### src/rtl/elevator_call_panel_if.sv
// Call-panel <-> car bundle.
//   btn_raw      : raw call buttons, bit i = floor i (from the hall/car panel)
//   floor        : current floor, one-hot (from the floor controller)
//   button       : target floor, one-hot (to the floor controller)
//   call_pending : latched calls / call lamps
//   dir_up       : current sweep direction, 1 = up
//   floor_err    : sticky flag, floor was seen not one-hot
// master = the call panel, slave = the controller/panel hardware around it.
interface elevator_call_panel_if;
  logic [3:0] btn_raw;
  logic [3:0] floor;
  logic [3:0] button;
  logic [3:0] call_pending;
  logic       dir_up;
  logic       floor_err;

  modport master (
    input  btn_raw, floor,
    output button, call_pending, dir_up, floor_err
  );

  modport slave (
    output btn_raw, floor,
    input  button, call_pending, dir_up, floor_err
  );
endinterface

### src/rtl/elevator_call_panel.sv
// Request side of a 4-floor elevator car. Debounces the raw call buttons,
// latches calls, and serves them in SCAN order by driving a one-hot target
// floor into the floor controller; holds the car for a door dwell at each
// served floor.
// Ports:
//   clk  : system clock, everything on posedge
//   rst  : synchronous reset, active-high
//   bus  : elevator_call_panel_if.master (btn_raw/floor in; button,
//          call_pending, dir_up, floor_err out, all outputs registered)
module elevator_call_panel #(
  parameter int DEB_CYCLES   = 16,
  parameter int DWELL_CYCLES = 8,
  parameter int CNT_W        = 5
) (
  input  logic                   clk,
  input  logic                   rst,
  elevator_call_panel_if.master  bus
);

  typedef enum logic [1:0] {IDLE, UP, DOWN, DWELL} state_e;

  localparam logic [CNT_W-1:0] DEB_LAST   = CNT_W'(DEB_CYCLES - 1);
  localparam logic [CNT_W-1:0] DWELL_LOAD = CNT_W'(DWELL_CYCLES - 1);

  state_e           state_q, state_d;
  logic [3:0]       pending_q, pending_d;
  logic [3:0]       button_q, button_d;
  logic             dir_up_q, dir_up_d;
  logic             floor_err_q;
  logic [1:0]       cur_q, cur_c;
  logic [CNT_W-1:0] dwell_q, dwell_d;

  logic [CNT_W-1:0] deb_cnt_q [4];
  logic [3:0]       deb_lvl_q;
  logic [3:0]       deb_prev_q;

  logic             floor_ok;
  logic [3:0]       rise;
  logic [3:0]       cur_oh;
  logic [3:0]       above;
  logic [3:0]       below;
  logic [3:0]       clr_mask;
  logic [3:0]       absorb_mask;

  function automatic logic [1:0] encode(input logic [3:0] oh);
    logic [1:0] idx;
    idx = 2'd0;
    for (int i = 0; i < 4; i++)
      if (oh[i]) idx = 2'(i);
    return idx;
  endfunction

  function automatic logic [3:0] mask_above(input logic [1:0] idx);
    logic [3:0] m;
    m = '0;
    for (int i = 0; i < 4; i++)
      if (i > int'(idx)) m[i] = 1'b1;
    return m;
  endfunction

  function automatic logic [3:0] mask_below(input logic [1:0] idx);
    logic [3:0] m;
    m = '0;
    for (int i = 0; i < 4; i++)
      if (i < int'(idx)) m[i] = 1'b1;
    return m;
  endfunction

  // Scanning downward so the last hit is the lowest set bit.
  function automatic logic [3:0] lowest_oh(input logic [3:0] m);
    logic [3:0] r;
    r = '0;
    for (int i = 3; i >= 0; i--)
      if (m[i]) r = 4'b0001 << i;
    return r;
  endfunction

  function automatic logic [3:0] highest_oh(input logic [3:0] m);
    logic [3:0] r;
    r = '0;
    for (int i = 0; i < 4; i++)
      if (m[i]) r = 4'b0001 << i;
    return r;
  endfunction

  // Debounce: the counter runs only while the raw level disagrees with the
  // accepted level; any agreeing sample restarts it, so a bounce never
  // accumulates toward a flip.
  for (genvar g = 0; g < 4; g++) begin : g_deb
    always_ff @(posedge clk) begin
      if (rst) begin
        deb_cnt_q[g]  <= '0;
        deb_lvl_q[g]  <= 1'b0;
        deb_prev_q[g] <= 1'b0;
      end else begin
        deb_prev_q[g] <= deb_lvl_q[g];
        if (bus.btn_raw[g] == deb_lvl_q[g]) begin
          deb_cnt_q[g] <= '0;
        end else if (deb_cnt_q[g] == DEB_LAST) begin
          deb_cnt_q[g] <= '0;
          deb_lvl_q[g] <= bus.btn_raw[g];
        end else begin
          deb_cnt_q[g] <= deb_cnt_q[g] + 1'b1;
        end
      end
    end
  end

  assign rise     = deb_lvl_q & ~deb_prev_q;
  assign floor_ok = $onehot(bus.floor);
  // A corrupt floor reading falls back to the last good position.
  assign cur_c    = floor_ok ? encode(bus.floor) : cur_q;
  assign cur_oh   = 4'b0001 << cur_c;
  assign above    = pending_q & mask_above(cur_c);
  assign below    = pending_q & mask_below(cur_c);

  always_comb begin
    state_d     = state_q;
    dir_up_d    = dir_up_q;
    button_d    = button_q;
    dwell_d     = dwell_q;
    clr_mask    = '0;
    absorb_mask = '0;

    // With an invalid floor everything except call latching is frozen.
    if (floor_ok) begin
      unique case (state_q)
        IDLE: begin
          if (pending_q[cur_c]) state_d = DWELL;
          else if (|above)      state_d = UP;
          else if (|below)      state_d = DOWN;
          else                  state_d = IDLE;
        end
        UP: begin
          if (pending_q[cur_c]) state_d = DWELL;
          else if (|above)      state_d = UP;
          else if (|below)      state_d = DOWN;
          else                  state_d = IDLE;
        end
        DOWN: begin
          if (pending_q[cur_c]) state_d = DWELL;
          else if (|below)      state_d = DOWN;
          else if (|above)      state_d = UP;
          else                  state_d = IDLE;
        end
        DWELL: begin
          if (rise[cur_c]) begin
            // Someone pressed this floor's button while the doors are open:
            // treat it as "hold the door", not as a new call.
            absorb_mask = cur_oh;
            dwell_d     = DWELL_LOAD;
          end else if (dwell_q != '0) begin
            dwell_d = dwell_q - 1'b1;
          end else if (dir_up_q) begin
            if (|above)      state_d = UP;
            else if (|below) state_d = DOWN;
            else             state_d = IDLE;
          end else begin
            if (|below)      state_d = DOWN;
            else if (|above) state_d = UP;
            else             state_d = IDLE;
          end
        end
        default: state_d = IDLE;
      endcase

      // The target is chosen from the state being entered, so a call is
      // reflected on `button` one cycle after it latches.
      unique case (state_d)
        UP: begin
          dir_up_d = 1'b1;
          button_d = lowest_oh(above);
        end
        DOWN: begin
          dir_up_d = 1'b0;
          button_d = highest_oh(below);
        end
        default: button_d = cur_oh;
      endcase

      if (state_d == DWELL && state_q != DWELL) begin
        clr_mask = cur_oh;
        dwell_d  = DWELL_LOAD;
      end
    end
  end

  // A new press wins over a same-cycle clear.
  assign pending_d = (pending_q & ~clr_mask) | (rise & ~absorb_mask);

  always_ff @(posedge clk) begin
    if (rst) begin
      state_q     <= IDLE;
      pending_q   <= '0;
      button_q    <= 4'b0001;
      dir_up_q    <= 1'b1;
      floor_err_q <= 1'b0;
      cur_q       <= 2'd0;
      dwell_q     <= '0;
    end else begin
      state_q     <= state_d;
      pending_q   <= pending_d;
      button_q    <= button_d;
      dir_up_q    <= dir_up_d;
      floor_err_q <= floor_err_q | ~floor_ok;
      cur_q       <= cur_c;
      dwell_q     <= dwell_d;
    end
  end

  assign bus.button       = button_q;
  assign bus.call_pending = pending_q;
  assign bus.dir_up       = dir_up_q;
  assign bus.floor_err    = floor_err_q;

endmodule
### src/flat_wrapper.sv
// flat-port wrapper written by rule: the top's interface ports become plain ports
module elevator_call_panel_flat 
#(
  parameter int DEB_CYCLES   = 16,
  parameter int DWELL_CYCLES = 8,
  parameter int CNT_W        = 5
)
  (clk, rst, bus_btn_raw, bus_floor, bus_button, bus_call_pending, bus_dir_up, bus_floor_err);
  elevator_call_panel_if bus_i ();
  input  logic clk;
  input  logic rst;
  input wire logic [$bits(bus_i.btn_raw)-1:0] bus_btn_raw;
  input wire logic [$bits(bus_i.floor)-1:0] bus_floor;
  output wire logic [$bits(bus_i.button)-1:0] bus_button;
  output wire logic [$bits(bus_i.call_pending)-1:0] bus_call_pending;
  output wire logic [$bits(bus_i.dir_up)-1:0] bus_dir_up;
  output wire logic [$bits(bus_i.floor_err)-1:0] bus_floor_err;
  assign bus_i.btn_raw = bus_btn_raw;
  assign bus_i.floor = bus_floor;
  assign bus_button = bus_i.button;
  assign bus_call_pending = bus_i.call_pending;
  assign bus_dir_up = bus_i.dir_up;
  assign bus_floor_err = bus_i.floor_err;
  elevator_call_panel #(.DEB_CYCLES(DEB_CYCLES), .DWELL_CYCLES(DWELL_CYCLES), .CNT_W(CNT_W)) u_core (.clk(clk), .rst(rst), .bus(bus_i));
endmodule
### config.mk
export PLATFORM = sky130hd
export DESIGN_NAME = elevator_call_panel_flat
export DESIGN_NICKNAME = d
export VERILOG_FILES = /design/src/rtl/elevator_call_panel_if.sv /design/src/rtl/elevator_call_panel.sv /design/src/flat_wrapper.sv
export SDC_FILE = /design/constraint.sdc
export NUM_CORES = 1
export LEC_CHECK = 0
export ABC_AREA = 1
export ABC_CLOCK_PERIOD_IN_PS = 5740
export CORE_MARGIN = 2
export CORE_UTILIZATION = 50
export DETAILED_ROUTE_END_ITERATION = 12
export GPL_ROUTABILITY_DRIVEN = 0
export GPL_TIMING_DRIVEN = 0
export PLACE_DENSITY = 0.8
export SETUP_SLACK_MARGIN = 0.2
export SKIP_CTS_REPAIR_TIMING = 1
export SYNTH_ARGS = -nofsm -noshare
export SYNTH_HDL_FRONTEND = slang
export SYNTH_SLANG_ARGS = --single-unit
### constraint.sdc
create_clock -name clk -period 5.74 [get_ports clk]
set_input_delay 1.722 -clock clk [delete_from_list [all_inputs] [get_ports clk]]
set_output_delay 1.722 -clock clk [all_outputs]
set_load 0.1 [all_outputs]
=== After elaboration in Yosys (flattened, before gate mapping) ===
Memory sizes are Yosys's and may differ from the RTL's.
Index checks and enable logic that the tools add are counted.

* Register bits: 27
* Memories: 1
* Output and inout bits: 10
* ROM bits: 0
* Memory bits (writable): 20
* Logic and storage cells: 192
* Input bits: 10
* Latch bits: 0

* Reductions and logical operators: 15
* $add $sub $neg: 8
* Shift-type cells: 1
* $mul: 0
* Muxes and demuxes: 102
* Bitwise operators: 27
* Equality and inequality tests: 16
* Order comparisons: 7
* Divide/modulo/power cells: 0

{| class="wikitable"
|+ Memory list
! name !! words !! bits a word !! rd ports !! clocked after Yosys merged registers in !! write ports !! line !! source
|-
| u_core.deb_cnt_q || 4 || 5 || 4 || 0 || 4 || elevator_call_panel.sv:33 || <nowiki>logic [CNT_W-1:0] deb_cnt_q [4];</nowiki>
|}

{| class="wikitable"
|+ Operators with widths
! kind !! count
|-
| $mux 5 || 16
|-
| $mux 1 || 57
|-
| $mux 4 || 10
|-
| $mux 2 || 13
|-
| $add 5x1->5 const B || 4
|-
| $eq 5x4->1 const B || 4
|-
| $and 4x4->4 || 4
|-
| $or 1x1->1 || 13
|-
| $not 4->4 || 3
|-
| $reduce_and 2->1 || 5
|-
| $eq 2x2->1 const B || 4
|-
| $pmux 4 s2 || 1
|-
| $reduce_or 4->1 || 2
|-
| $pmux 2 s3 || 1
|-
| $not 1->1 || 5
|-
| $reduce_bool 5->1 || 1
|-
| $sub 5x1->5 const B || 1
|-
| $add 1x1->2 || 2
|-
| $and 4x3->4 || 1
|-
| $bmux 1 s2 || 2
|-
| $eq 1x1->1 || 4
|-
| $eq 2x1->1 const B || 2
|-
| $gt 2x2->1 const A || 2
|-
| $lt 1x2->1 const A || 2
|-
| 16 further kinds || 17
|}

=== Logic depth before layout (Yosys ltp) ===
Gate-level depths: netlist (run 1).

* Word-level depth: 22
* Depth in mapped cells: 24
* Depth with buffers taken out: 24

=== Worst setup path after synthesis (run 1) ===
Ideal clock, no wire load.

* Path type: input to register
* Start point: input bus_floor[2]
* End point: register u_core.button_q[1] (netlist: u_core.bus.button[1])
* Data required time: 5669 ps
* Buffers on the path: 0
* Arrival: 4676 ps
* Library setup time: 71 ps
* Stages: 22
* Slack: 993 ps
* Cells stage by stage: inv_1 ha_1 ha_1 fa_1 inv_1 nand2_1 nor2_4 nand2_1 nand2_4 nand3_2 nand3_2 nand2_1 nand2_1 nand2_1 nand3_1 inv_1 ha_1 nor2_1 nand2_1 nor2_1 a22oi_1 a21oi_1

* Longest elaborated chain between the ends: 17
* Elaborated cells between the ends (all ways): 47
* Classes of those cells: add/sub: 2; order compare: 6; eq/ne: 3; shift: 1; mux: 31; bitwise: 2; reduce/logical: 2

{| class="wikitable"
|+ RTL lines
! what !! line !! source
|-
| from (decl) || flat_wrapper.sv:13 || <nowiki>input wire logic [$bits(bus_i.floor)-1:0] bus_floor;</nowiki>
|-
| $add 1x1->2 (not written as such) || elevator_call_panel.sv:110 || <nowiki>assign floor_ok = $onehot(bus.floor);</nowiki>
|-
| $add 3x3->3 (not written as such) || elevator_call_panel.sv:110 ||
|-
| $eq 3x1->1 || elevator_call_panel.sv:110 ||
|-
| $mux 2 || elevator_call_panel.sv:112 || <nowiki>assign cur_c = floor_ok ? encode(bus.floor) : cur_q;</nowiki>
|-
| $gt 1x2->1, or another cell as far along || elevator_call_panel.sv:57 || <nowiki>if (i > int'(idx)) m[i] = 1'b1;</nowiki>
|-
| $mux 1, on equally long branches || elevator_call_panel.sv:57, elevator_call_panel.sv:65 ||
|-
| $and 4x4->4 / $and 4x3->4 (equally long branches) || elevator_call_panel.sv:114, elevator_call_panel.sv:115 ||
|-
| $reduce_or 4->1, on equally long branches || -- ||
|-
| $mux 1 / $mux 2 (equally long branches) || -- ||
|-
| $mux 2, on equally long branches || elevator_call_panel.sv:159, elevator_call_panel.sv:155 ||
|-
| $mux 2 || elevator_call_panel.sv:154 || <nowiki>end else if (dir_up_q) begin</nowiki>
|-
| $mux 2 || elevator_call_panel.sv:152 || <nowiki>end else if (dwell_q != '0) begin</nowiki>
|-
| $mux 2 || elevator_call_panel.sv:147 || <nowiki>if (rise[cur_c]) begin</nowiki>
|-
| $pmux 2 s3 || elevator_call_panel.sv:127 || <nowiki>unique case (state_q)</nowiki>
|-
| $mux 2 || elevator_call_panel.sv:126 || <nowiki>if (floor_ok) begin</nowiki>
|-
| $eq 2x2->1 / $eq 2x1->1 (equally long branches) || elevator_call_panel.sv:169 || <nowiki>unique case (state_d)</nowiki>
|-
| $pmux 4 s2 || elevator_call_panel.sv:169 ||
|-
| to (signal assigned) || elevator_call_panel.sv:203 || <nowiki>button_q <= button_d;</nowiki>
|-
| to (decl) || elevator_call_panel.sv:27 || <nowiki>logic [3:0] button_q, button_d;</nowiki>
|}

Several ways; a longest one is shown, not always the timed one. The select of a mux whose other input is x is not followed.
A chain may end at the register's enable or synchronous reset.

=== Final worst setup path (run 1) ===
Ends and elaborated chain as after synthesis.

==> results.md, run 1 <==
* Post-Place Worst Slack at 124.8 ps
* Status: complete, no violations
* First drt pass iteration count at 4
* Hpwl dp at 3.682 mm
* Final period util at 91.56%
* Synth-to-layout area growth at 17.50%
* Final Max Tran Viols at 0
* Pin count of the biggest net entering global routing at 16
* Required @ worst endpoint at 5970 ps
* Antenna violations before repair at 0
* Total of max-cap violations at 0
* Worst EP arrival at 5490 ps
* First-pass GRT wire length at 8.314 mm
* Hold Fails Final Rpt at 0
* Layout cell share with drive strength beyond 1 at 7.527%
* Min Hold Slack at 482.3 ps
* Max incr delay on CP at 490 ps
* Hold depth at 2
* Crit. End Element: flip-flop
* Worst-path maximum fanout at 8
* Die Width at 76.25 um
* Slowest CP cell: clkdlybuf4s50_1
* Seq/Total Area, Yosys at 43.72%
* Root Buffer: clkbuf_8
* RSZ-0062 raised after global routing: false
* DRT antenna net count at 0
* FF-to-FF path depth at 16
* Vias in the first global route at 2072
* Routed WL per cell at 10.86 um
* Layout Cells excl Fill at 442
* H-Tree Depth at 2
* Synth area leaders: edfxtp_1, dfxtp_1, nand2_1
* Vias per std cell at 4.939
* Total negative slack at 0 ps
* Worst Hold Class: flip-flop to flip-flop
* CP dominant cell by count: nand2_1
* Cell area after synthesis at 2610 um2
* Power per Cell Area at 250.3 nW/um2
* Grt ovf at 0
* Initial core utilization at 51.43%
* Number of synthesized register bits at 47
* Total die area at 5814 um2
* Final setup viols at 0
* Setup CP Type: input port to flip-flop
* Std-Cell Rows at 26
* CORE AREA at 5075 um2
* Initial DRC Count at 98
* Dpl cells at 432
* Number of I/O port buffers at 18
* Total Power at 767.7 uW
* Tot GR Track Use at 17.34%
* Die height at 76.25 um
* Final min period at 5256 ps
* Worst-case clock buffer depth at 2
* Drt drc at 0
* Leak at 0.001348 uW
* Synth top area share at 23.01%
* Syn_area_per_cell at 8.031 um2
* Antenna Cells at 0
* Max_slew headroom at 35.49%
* Library cells used by synthesis at 34
* DR vias at 2183
* Slew @ Worst Pin at 964.6 ps
* Clock transition at the registers of the reported paths at 90 ps
* Crit start category: input port
* Routed wire length at 4.801 mm
* # clock sinks at 47
* Clk_lat worst skew at 300 ps
* PnR worst setup slack at 484.4 ps
* Nets at 398
* Fmax achieved at 190.3 MHz
* Warnings from Yosys at 0
* Worst Skew at 5.974 ps
* CTS tree: done
* TritonCTS buffer count at 5
* Cell taking the most area after synthesis: edfxtp_1
* Peak VDD IR at 0.1628 mV
* Post-Synthesis Cells at 325
* Crit-path cells: clkdlybuf4s50_1, inv_1, ha_1, ha_1, fa_1, inv_1, nand2_1, nor2_4, nand2_2, nand2_4, nand2_4, nand2_2, nand3_2, nand2_1, nand2_1, nor2_2, nand3_1, inv_1, ha_1, nor2_1, nand2_1, nor2_1, a22oi_1, a21oi_1
* I/O pin cnt at 20
==> layout make-up <==
class	instances	area, um2
clock inverters	2	17.52
fillers	479	2008
multi-input cells	248	1369
flip-flops and latches	47	1141
clock buffers	6	72.57
plain buffers	4	15.01
repair buffers	20	195.2
inverters	45	168.9
well taps	70	87.58
==> flip-flops by register name, summed over array words and instances, names as in the netlist <==
register                 flops
u_core.state_q               2
u_core.deb_cnt_q            20
u_core.deb_prev_q            4
u_core.bus.button            4
u_core.deb_lvl_q             4
u_core.bus.dir_up            1
u_core.dwell_q               5
u_core.bus.floor_err         1
u_core.bus.call_pending      4
u_core.cur_q                 2
==> final timing paths <==
| check | start | end | slack, ps |
|---|---|---|---|
| max | bus_floor[2] | u_core.bus.button[1] | 480 |
| min | u_core.bus.floor_err | u_core.bus.floor_err | 480 |
| max reg2reg | u_core.dwell_q[0] | u_core.bus.button[1] | 3340 |
| min reg2reg | u_core.bus.floor_err | u_core.bus.floor_err | 480 |
==> routing by layer <==
layer / GRT usage, % / share of wire, % / wire, um / vias to the layer above
met5: 0 / 0 / 0 / -
met4: 5.273 / 1.8 / 86 / 0
met3: 4.384 / 4.0 / 191 / 8
met2: 31.77 / 48 / 2292 / 36
met1: 19.76 / 46 / 2231 / 991
li1: - / - / - / 1148
==> critical path: cells and delay by family <==
family | cells | cell delay [ps]
compound gates | 2 | 220
fa+ha+maj | 4 | 1160
simple gates | 14 | 1610
buf+inv | 4 | 770
==> synthesized netlist by cell type <==
master,count
a21oi_1,27
a21oi_4,1
a22oi_1,2
a31oi_1,1
buf_1,2
clkbuf_1,2
conb_1,1
dfxtp_1,27
edfxtp_1,20
fa_1,1
ha_1,16
inv_1,43
inv_2,2
nand2_1,66
nand2_2,4
nand2_4,4
nand3_1,13
nand3_2,4
nand4_1,3
nor2_1,42
nor2_2,3
nor2_4,1
nor3_1,3
nor3b_1,4
nor4_1,1
o211ai_1,4
o21a_1,1
o21ai_0,11
o21ai_1,2
o21bai_1,3
o22ai_1,3
o31ai_1,5
xnor2_1,1
xor2_1,2
==> cells in the final DEF (no fill, tap or decap), types with 3 or more instances in the layout <==
master	netlist	final
a21oi_1	27	27
nor2_2	3	3
nand3_2	4	3
dfxtp_1	27	27
nor3b_1	4	4
nor3_1	3	3
o22ai_1	3	3
nand3_1	13	13
o211ai_1	4	4
inv_1	43	43
o31ai_1	5	5
clkdlybuf4s50_1	0	18
nand2_4	4	5
nor2_1	42	42
conb_1	1	20
nand2_2	4	3
edfxtp_1	20	20
o21ai_0	11	11
ha_1	16	16
clkbuf_1	2	3
clkbuf_8	0	5
nand4_1	3	3
o21bai_1	3	3
nand2_1	66	66
==> where the power goes <==
group          switching (uW)  leakage, uW  internal (uW)
clock network             114    0.0000454           87.6
logic                     131     0.000878           56.4
registers                10.4     0.000425            368
==> stage by stage <==
stage,utilization [%],instance area (um2)
after floorplan,-,2681
after global placement,58.11,2949
after detailed placement,58.11,2949
after CTS,59.89,3039
after global routing,60.43,3067
final,60.43,3067
==> logic make-up after synthesis <==
group                    count (synthesis)  synth area share, %
AND/OR/NAND/NOR                        148                26.08
flip-flops                              47                43.72
adder cells (fa/ha/maj)                 17                8.437
buffers and inverters                   49                7.047
XOR/XNOR                                 3                1.007
other                                    1               0.1437
AO/OA/AOI/OAI                           60                13.57
(Power assumes the default switching activity.)
==> inputs of run 2 (changes only) <==
--- a/config.mk
+++ b/config.mk
@@ -7,6 +7,7 @@
 export LEC_CHECK = 0
 export ABC_AREA = 1
 export ABC_CLOCK_PERIOD_IN_PS = 5740
+export CAP_MARGIN = 20
 export CORE_MARGIN = 2
 export CORE_UTILIZATION = 50
 export DETAILED_ROUTE_END_ITERATION = 12
==> results of run 2 <==
No change in the layout: final DEF, timing and power equal those of run 1.
==> inputs of run 3 (changes only) <==
--- a/config.mk
+++ b/config.mk
@@ -9,12 +9,11 @@
 export ABC_CLOCK_PERIOD_IN_PS = 5740
 export CAP_MARGIN = 20
 export CORE_MARGIN = 2
-export CORE_UTILIZATION = 50
+export CORE_UTILIZATION = 58
 export DETAILED_ROUTE_END_ITERATION = 12
 export GPL_ROUTABILITY_DRIVEN = 0
 export GPL_TIMING_DRIVEN = 0
-export PLACE_DENSITY = 0.8
-export SETUP_SLACK_MARGIN = 0.2
+export PLACE_DENSITY = 0.89
 export SKIP_CTS_REPAIR_TIMING = 1
 export SYNTH_ARGS = -nofsm -noshare
 export SYNTH_HDL_FRONTEND = slang
==> run 3 against run 2 <==
Against the previous run: via count up 1.5%; register-to-register slack worse by 30 ps; count of clock-buffer cells in the layout down 1; clock skew up 5.7 ps; non-clock buffer count up 1; critical path type unchanged; largest cell class unchanged; worst setup slack worse by 44 ps.
==> results.md, run 3 (synthesis gave the netlist of run 1 again) <==
* Status: complete, no violations
* Grt ovf at 0 (unchanged)
* Slew @ Worst Pin at 962.0 ps (-2.642 ps)
* Die Width at 71.08 um (-6.8%)
* Final Max Tran Viols at 0 (unchanged)
* Tot GR Track Use at 21.47% (+4.1 points)
* TritonCTS buffer count at 5 (unchanged)
* Setup CP Type: input port to flip-flop
* Biggest register: u_core.deb_cnt_q
* GR Util met3 at 5.271% (+0.89 points)
* Drt drc at 0 (unchanged)
* Post-Place Worst Slack at 112.9 ps (-11.91 ps)
* Total negative slack at 0 ps (unchanged)
* Max_slew headroom at 35.67% (+0.18 points)
* Clock transition at the registers of the reported paths at 90 ps (about the same)
* H-Tree Depth at 2 (unchanged)
* Routed wire length at 4.974 mm (+3.6%)
* Biggest regs: u_core.deb_cnt_q x20, u_core.dwell_q x5
* Hold Fails Final Rpt at 0 (unchanged)
* Total die area at 5052 um2 (-13%)
* First drt pass iteration count at 4 (unchanged)
* Peak VDD IR at 0.1773 mV (+8.9%)
* Worst-path maximum fanout at 8 (unchanged)
* Clk_lat worst skew at 310 ps (about the same)
* Synth-to-layout area growth at 16.54%
* # clock sinks at 47 (unchanged)
* First-pass GRT wire length at 8.659 mm (+4.1%)
* Final setup viols at 0 (unchanged)
* Crit-path cells: clkdlybuf4s50_1, inv_1, ha_1, ha_1, fa_1, inv_1, nand3_2, nand2_2, nand2_4, nand3_1, nand2_1, nor2_2, nand2_1, nand2_1, nand2_1, nand3_1, inv_1, ha_1, inv_1, nand2_1, nor4_1, o22ai_1, nand2_1
* Power per Cell Area at 254.7 nW/um2 (+1.7%)
* DRT antenna net count at 0 (unchanged)
* I/O pin cnt at 20 (unchanged)
* Area taken by flip-flops and latches at 1141 um2 (unchanged)
* Dpl cells at 414 (-4.2%)
* CP delay by family, top: simple AND/OR/NAND/NOR gates
* CTS tree: done
* RSZ-0062 raised after global routing: false
* Met1 GRT Util at 25.59% (+5.8 points)
* Vias in the first global route at 2071 (-0.048%)
* Std-Cell Rows at 24 (-7.7%)
* Max incr delay on CP at 490 ps (about the same)
* Antenna violations before repair at 0 (unchanged)
* Final period util at 92.32% (+0.76 points)
* Global route hottest layer: met2
* DR vias at 2215 (+1.5%)
* Final min period at 5299 ps (+43.72 ps)
* Crit start category: input port
* Slowest CP cell: clkdlybuf4s50_1
* Routed WL per cell at 11.70 um (+7.7%)
* Total of max-cap violations at 0 (unchanged)
* Area occupied by multi-input gates at 1356 um2 (-0.91%)
* Hpwl dp at 3.734 mm (+1.4%)
* Required @ worst endpoint at 5990 ps (+20 ps)
* Worst EP arrival at 5550 ps (+60 ps)
* WP buf/inv at 5 (+1)
* PnR worst setup slack at 440.7 ps (-43.72 ps)
* CP dominant cell by count: nand2_1
* Vias per std cell at 5.212 (+5.5%)
* Commonest non-fill, non-tap cell in the layout: nand2_1
* Initial core utilization at 59.94% (+8.5 points)
* Layout cell share with drive strength beyond 1 at 8.043% (+0.52 points)
* Worst-case clock buffer depth at 2 (unchanged)
* Worst Hold Class: flip-flop to flip-flop
* Nets at 399 (+0.25%)
* Leak at 0.001344 uW (-0.30%)
* CORE AREA at 4354 um2 (-14%)
* Worst Skew at 11.65 ps (+5.678 ps)
* Die height at 71.08 um (-6.8%)
* Antenna Cells at 0 (unchanged)
* # fillers at 349 (-27%)
* Number of I/O port buffers at 18 (unchanged)
* Root Buffer: clkbuf_8
* Met2 GRT Util at 36.76% (+5.0 points)
* Max reg flops at 20 (unchanged)
* Layout Cells excl Fill at 425 (-3.8%)
* Fmax achieved at 188.7 MHz (-0.83%)
* Crit. End Element: flip-flop
* Initial DRC Count at 117 (+19%)
* Pin count of the biggest net entering global routing at 17 (+1)
* Most frequent cells in the layout: nand2_1, inv_1, nor2_1
==> run 3: path summary, 6_finish.rpt <==
check	startpoint	end	slack, ps	cells past startpoint
max	bus_floor[2]	u_core.bus.button[0]	440	23
min	u_core.bus.floor_err	u_core.bus.floor_err	480	2
max reg2reg	u_core.dwell_q[0]	u_core.bus.button[0]	3310	16
min reg2reg	u_core.bus.floor_err	u_core.bus.floor_err	480	2
==> run 3: worst min-delay path, stage by stage, from the launching register on <==
cell and delay, ps:
dfxtp_1 330, nor2_1 50, nor2_1 70
==> run 3: layer usage <==
layer	wire (um)	vias to the layer above
met5	0	-
met4	126	0
met3	233	14
met2	2429	52
met1	2185	997
li1	-	1152
==> run 3: layout make-up <==
type                       instances  share of cell area (%)
inverter                          45                   5.553
clock buffer                       5                   2.262
multi-input combinational        248                   44.59
sequential                        47                   37.52
buffer                             4                  0.4936
timing repair buffer              21                   6.664
clock inverter                     3                  0.7816
tap                               52                   2.139
==> run 3: where the power goes <==
group          leakage [uW]  switching (uW)  total (uW)  internal (uW)
logic              0.000878             132         189           56.8
registers          0.000425            9.92         378            368
clock network     0.0000408             121         208           87.2
==> run 3: stage by stage <==
| stage | util, % | hold WS [ps] | area (um2) | power, uW |
|---|---|---|---|---|
| after global routing | 69.86 | 516.3 | 3042 | 810.6 |
| after global placement | 67.21 | 462.8 | 2927 | 559.3 |
| final | 69.86 | 476.5 | 3042 | 774.6 |
| after floorplan | - | 448.0 | 2681 | 522.1 |
| after detailed placement | 67.21 | 461.0 | 2927 | 565.1 |
| after CTS | 69.34 | 484.3 | 3019 | 769.0 |
